File: config.mk
export PLATFORM = sky130hd
export DESIGN_NAME = svi_lane_collector
export DESIGN_NICKNAME = d
export VERILOG_FILES = /design/src/rtl/svi_lane_collector.sv
export SDC_FILE = /design/constraint.sdc
export NUM_CORES = 1
export LEC_CHECK = 0
export ABC_AREA = 1
export BUFFER_PORTS_ARGS = -buffer_cell sky130_fd_sc_hd__buf_2
export CAP_MARGIN = 10
export CORE_MARGIN = 5
export CORE_UTILIZATION = 50
export DETAILED_ROUTE_END_ITERATION = 10
export PLACE_DENSITY = 0.75
export SLEW_MARGIN = 25
export SYNTH_ARGS = -nofsm -noshare
export SYNTH_HDL_FRONTEND = slang
export SYNTH_SLANG_ARGS = --single-unit
File: constraint.sdc
create_clock -name i_clk -period 2.9 [get_ports i_clk]
set_input_delay 0.29 -clock i_clk [delete_from_list [all_inputs] [get_ports i_clk]]
set_output_delay 0.29 -clock i_clk [all_outputs]
set_load 0.05 [all_outputs]
File: src/rtl/svi_lane_collector.sv
`default_nettype none
// +----------------------------------------------------------------------------+
// | svi_lane_collector: packs 8-lane x/y/z samples into words and buffers them |
// | in a FIFO that feeds a valid/ready stream. Optional: SVI_COLLECT_PARITY_EN.|
// | Revision: 1.0                                                              |
// +----------------------------------------------------------------------------+
module svi_lane_collector #(
  parameter int LANES      = 8,
  parameter int DEPTH      = 4,
  parameter int FILTER_DUP = 0
) (
  input  logic                   i_clk,
  input  logic                   i_rst,
  input  logic                   i_valid,
  input  logic [LANES-1:0]       i_x,
  input  logic [LANES-1:0]       i_y,
  input  logic [LANES-1:0]       i_z,
  output logic                   o_ready,
  output logic                   o_valid,
  output logic [3*LANES-1:0]     o_data,
  input  logic                   i_ready,
  output logic [$clog2(DEPTH):0] o_level,
  output logic [7:0]             o_drop_cnt,
  output logic                   o_ovf
`ifdef SVI_COLLECT_PARITY_EN
  ,
  output logic                   o_parity
`endif
);

  localparam int c_aw = $clog2(DEPTH);
  localparam int c_dw = 3 * LANES;

  logic [c_dw-1:0] r_mem [DEPTH];
  logic [c_aw:0]   r_wr_ptr;
  logic [c_aw:0]   r_rd_ptr;
  logic [c_dw-1:0] r_last;
  logic            r_last_vld;
  logic [7:0]      r_drop_cnt;
  logic            r_ovf;

  logic [c_dw-1:0] w_word;
  logic            w_full;
  logic            w_empty;
  logic            w_dup;
  logic            w_push;
  logic            w_pop;
  logic            w_drop;

  assign w_word  = {i_z, i_y, i_x};
  assign w_empty = (r_wr_ptr == r_rd_ptr);
  // Extra pointer MSB distinguishes full from empty when the index bits match.
  assign w_full  = (r_wr_ptr[c_aw] != r_rd_ptr[c_aw]) &&
                   (r_wr_ptr[c_aw-1:0] == r_rd_ptr[c_aw-1:0]);
  assign w_dup   = (FILTER_DUP != 0) && r_last_vld && (w_word == r_last);
  assign w_push  = i_valid && !w_full && !w_dup;
  assign w_pop   = !w_empty && i_ready;
  assign w_drop  = i_valid && w_full;

  always_ff @(posedge i_clk or posedge i_rst) begin
    if (i_rst) begin
      r_wr_ptr   <= '0;
      r_rd_ptr   <= '0;
      r_last     <= '0;
      r_last_vld <= 1'b0;
      r_drop_cnt <= '0;
      r_ovf      <= 1'b0;
    end else begin
      if (w_push) begin
        r_wr_ptr <= r_wr_ptr + 1'b1;
      end
      if (w_pop) begin
        r_rd_ptr <= r_rd_ptr + 1'b1;
      end
      if ((FILTER_DUP != 0) && w_push) begin
        r_last     <= w_word;
        r_last_vld <= 1'b1;
      end
      if (w_drop) begin
        r_ovf <= 1'b1;
        if (r_drop_cnt != 8'hFF) begin
          r_drop_cnt <= r_drop_cnt + 8'd1;
        end
      end
    end
  end

  // Storage needs no reset: the pointers alone decide what is visible.
  always_ff @(posedge i_clk) begin
    if (w_push) begin
      r_mem[r_wr_ptr[c_aw-1:0]] <= w_word;
    end
  end

  assign o_valid    = !w_empty;
  assign o_ready    = !w_full;
  assign o_level    = r_wr_ptr - r_rd_ptr;
  assign o_data     = w_empty ? '0 : r_mem[r_rd_ptr[c_aw-1:0]];
  assign o_drop_cnt = r_drop_cnt;
  assign o_ovf      = r_ovf;

`ifdef SVI_COLLECT_PARITY_EN
  logic r_par [DEPTH];

  always_ff @(posedge i_clk) begin
    if (w_push) begin
      r_par[r_wr_ptr[c_aw-1:0]] <= ^w_word;
    end
  end

  assign o_parity = w_empty ? 1'b0 : r_par[r_rd_ptr[c_aw-1:0]];
`endif

endmodule
`default_nettype wire

# Word-level counts from Yosys, hierarchy flattened
# Memory sizes are Yosys's and may differ from the RTL's.
# Cells that the tools add are included.
# op_classes
addsub	4
eq_ne	4
mux	3
reduce_logical	7
# ops
op	count
$mux 24	1
$add 8x1->8 const B	1
$ne 8x8->1 const B	1
$add 3x1->3 const B	2
$logic_and 1x1->1	4
$eq 3x3->1	1
$sub 3x3->3	1
$eq 2x2->1	1
$logic_not 1->1	2
$mux 1	2
$reduce_and 2->1	1
$ne 1x1->1	1
# totals
ff_bits	15
ramBits	96
in_bits	28
output_inout_bits	38
wordCells	23
mem_count	1
# mem_list
memory	words	width	read_ports	rd_ports_with_merged_regs	write_ports	line	source
r_mem	4	24	1	0	1	34	logic [c_dw-1:0] r_mem [DEPTH];

# Depth between registers and ports, before layout
# logic_depth
depth_word	6
ltp_mapped	10
ltp_nobuf	8

# Least setup slack after synthesis
# No wires, ideal clock.
# synth_timing
path_kind	reg-to-reg
start	register r_rd_ptr[1]
end	memory r_mem[0][0] (netlist name), enable pin
setup_ps	405
arrival_time_ps	2677
required_ps	2495
path_slack_ps	-182
stages_incl_launch_ff	10
n_path_buf	2
synth_period_minus_slack_ps	3082
path_cell_list	dfrtp_1 > buf_4 > inv_2 > buf_2 > ha_1 > nand2_1 > inv_1 > nand2_2 > nand2_2 > nor2_1
# synth_between
elab_chain_len	6
# synth_rtl
element	line	source
start, declared	36	logic [c_aw:0] r_rd_ptr;
start signal, assigned	73	r_rd_ptr <= r_rd_ptr + 1'b1;
$eq 2x2->1	54	(r_wr_ptr[c_aw-1:0] == r_rd_ptr[c_aw-1:0]);
$logic_and 1x1->1	53	assign w_full = (r_wr_ptr[c_aw] != r_rd_ptr[c_aw]) &&
$logic_not 1->1	--	
named net o_ready	18	output logic o_ready,
$logic_and 1x1->1	56	assign w_push = i_valid && !w_full && !w_dup;
$mux 1	90	if (w_push) begin
$mux 1 (not written as such)	91	r_mem[r_wr_ptr[c_aw-1:0]] <= w_word;
end, declared	34	
# The timed path passes the listed nets, and every way through them passes these cells.

# Worst setup path after layout
# layout_timing
start	register r_rd_ptr[1]
end	output o_data[21]
# layout_between
elab_chain_len	2
elab_cells_between_ends	3
cone_classes	1 x eq/ne; 1 x mux; 1 x memory
# layout_rtl
element	line	source
$mem_v2 4x24 / $eq 3x3->1 (equally long branches)	--	
$mux 24 *	98	assign o_data = w_empty ? '0 : r_mem[r_rd_ptr[c_aw-1:0]];
end, declared	20	output logic [3*LANES-1:0] o_data,
# Mark *: on every way between the ends. The rest lies on a longest branch, timed or not.

==> results.cfg <==
[cells_and_area]
final_core_utilization = 0.583
drive_above_1_share = 0.220
fillCellCount = 759
diodes = 0
fin_nets = 522
area_growth_syn_to_layout_pct = 14.0
stdcell_count = 619

[sta]
hold_ws_ns = 0.135
fmax_mhz = 387
hold_violations = 0
tightest_slew_ns = 0.595
drv_slew = 0
relSlewSlack = 0.603
rsz0062_at_grt = false
clock_skew_ns = 0.0155
period_needed_ns = 2.58
finalCritPeriodShare = 0.891
final-setup-viol-count = 0

[global_route]
grt_overflow = 0
grt_max_degree = 34
grt_pass1_vias = 3226
track_usage = 0.171
antenna_found_initial = 0
grt_pass1_wl_um = 15200

[clocking]
clk_latency_ns = 0.36
path_clk_slew_ns = 0.11
cts_tree = done
cts_setup_buffers = 0
cts_root_buffer = clkbuf_8
cts_sinks = 111
clockBufferDepth = 2
cts_buffers = 9
cts_max_level = 3

[placed_design]
portBuffers = 65
hpwl_um = 6090
gp_congestion = 0.820
place_inst = 602

[floorplanning]
row_count = 35
die_w_um = 107
design.core.area_um2 = 9240
io-pin-count = 66
fp.dieH_um = 107
die-area_um2 = 11500
initial_core_util = 0.511

[synth]
ys_warn_count = 0
netlist_area_um2 = 4720
syn_inst = 416
avgSynthCellArea_um2 = 11.4
yosysTopAreaCell = edfxtp_1
synth_seq_cells = 111
seq_area_frac_synth = 0.690
syn_nets = 453
yosysTopAreaCellShare = 0.610
synth_area_leaders = edfxtp_1, nor2_1, dfrtp_1
synth_cell_types = 23

[worst_setup_path]
crit_fanout = 25
crit_required_ns = 2.61
path_class = flip-flop to output port
reg2regPathDepth = 8
cp-start-kind = flip-flop
arrival_ns = 2.29
cp-end-kind = output port

[route]
drt_drc_violations_left = 0
wl_per_cell_um = 15.2
drtIter0Drc = 181
firstDrtPassIters = 4
dr_total_vias = 3167
drt_wl_total_um = 9400
drtAntennaViolNets = 0
vias_per_cell = 5.12

[status]
outcome = finished clean

[flow_run]
maxCapViolations = 0

[hold_path]
hp-class = primary input to flip-flop
holdPathStages = 1
## final timing paths
path	start	end	slack, ns
max	r_rd_ptr[1]$_DFFE_PP0P_	o_data[21]	0.32
min	i_y[2]	r_mem[0][10]$_DFFE_PP_	0.14
max reg2reg	r_rd_ptr[1]$_DFFE_PP0P_	r_mem[0][23]$_DFFE_PP_	0.54
min reg2reg	o_ovf$_DFFE_PP0P_	o_ovf$_DFFE_PP0P_	0.48
max in group asynchronous	i_rst	r_rd_ptr[0]$_DFFE_PP0P_	1.94
min in group asynchronous	i_rst	o_drop_cnt[2]$_DFFE_PP0P_	0.52
## routing by layer
metal | share of wire | up-vias | wire, µm | GRT usage
li1 | - | 1542 | - | -
met3 | 0.045 | 25 | 427 | 0.0319
met2 | 0.52 | 85 | 4860 | 0.308
met4 | 0.032 | 0 | 298 | 0.0767
met5 | 0 | - | 0 | 0
met1 | 0.41 | 1515 | 3810 | 0.197
## metrics by stage
| stage | TNS [ns] | instance area (µm²) | worst slack [ns] |
|---|---|---|---|
| after CTS | 0 | 5380 | 0.0517 |
| after floorplan | -17.46 | 4720 | -0.182 |
| final | 0 | 5390 | 0.315 |
| after global routing | 0 | 5390 | 0.154 |
| after global placement | 0 | 5190 | 0.525 |
| after detailed placement | 0 | 5190 | 0.426 |
## flip-flops by register name, indices dropped and copies added (netlist names)
register and count:
r_rd_ptr 3, r_mem 96, o_drop_cnt 8, o_ovf 1
r_wr_ptr 3
## critical path, stage by stage, from the launching register on
cell and delay, ns:
dfrtp_1 0.42, inv_4 0.25, ha_1 0.29, nand2_1 0.10, inv_1 0.10, nand2_2 0.13
inv_4 0.13, a21oi_1 0.20, buf_2 0.30
## repair_timing
action                                  CTS  global route
endpoints found under the hold margin     9             0
endpoints found under the setup margin    0            24
gates resized for setup                   0             4
hold buffers                              1             0
## Yosys cell counts
cell type,n
xor2_1,5
o21ai_1,12
nand2_2,5
inv_2,4
buf_6,4
nand3_2,2
dfrtp_1,15
buf_2,8
nand2_1,52
nand3b_1,2
inv_1,18
nor2_4,1
fa_1,1
a21oi_2,2
nor2_1,107
a21oi_1,22
ha_1,8
buf_4,2
edfxtp_1,96
clkbuf_1,3
nand3_1,5
o21ai_0,39
xnor2_1,3
## placed cells by master, fill, tap and decap left out, drive strengths merged
cell / synthesis / final
clkinvlp: 0 / 1
dfrtp: 15 / 15
buf: 14 / 74
nand3b: 2 / 2
xnor2: 3 / 3
nand2: 57 / 57
inv: 22 / 24
fa: 1 / 1
ha: 8 / 8
xor2: 5 / 5
clkbuf: 3 / 10
clkinv: 0 / 3
nand3: 7 / 7
a21oi: 24 / 24
o21ai: 51 / 51
edfxtp: 96 / 96
nor2: 108 / 108
dlygate4sd3: 0 / 1
## logic make-up after synthesis
family                   after synthesis  synth area share
buffers and inverters                 39            0.0410
adder cells (fa/ha/maj)                9            0.0254
flip-flops                           111             0.690
AND/OR/NAND/NOR                      174             0.148
XOR/XNOR                               8            0.0148
AO/OA/AOI/OAI                         75            0.0810
## final cells by class
type                    count  area (µm²)  area share
flip-flops and latches    111        3260       0.605
multi-input cells         266        1280       0.238
repair buffers             75         415      0.0771
well taps                 129         161      0.0300
clock buffers              10         128      0.0237
inverters                  22        87.6      0.0163
clock inverters             6        53.8     0.00999
Power is left out: the tool's default activity adds up to more than one toggle a clock period on the data nets, which glitch-free logic cannot reach.
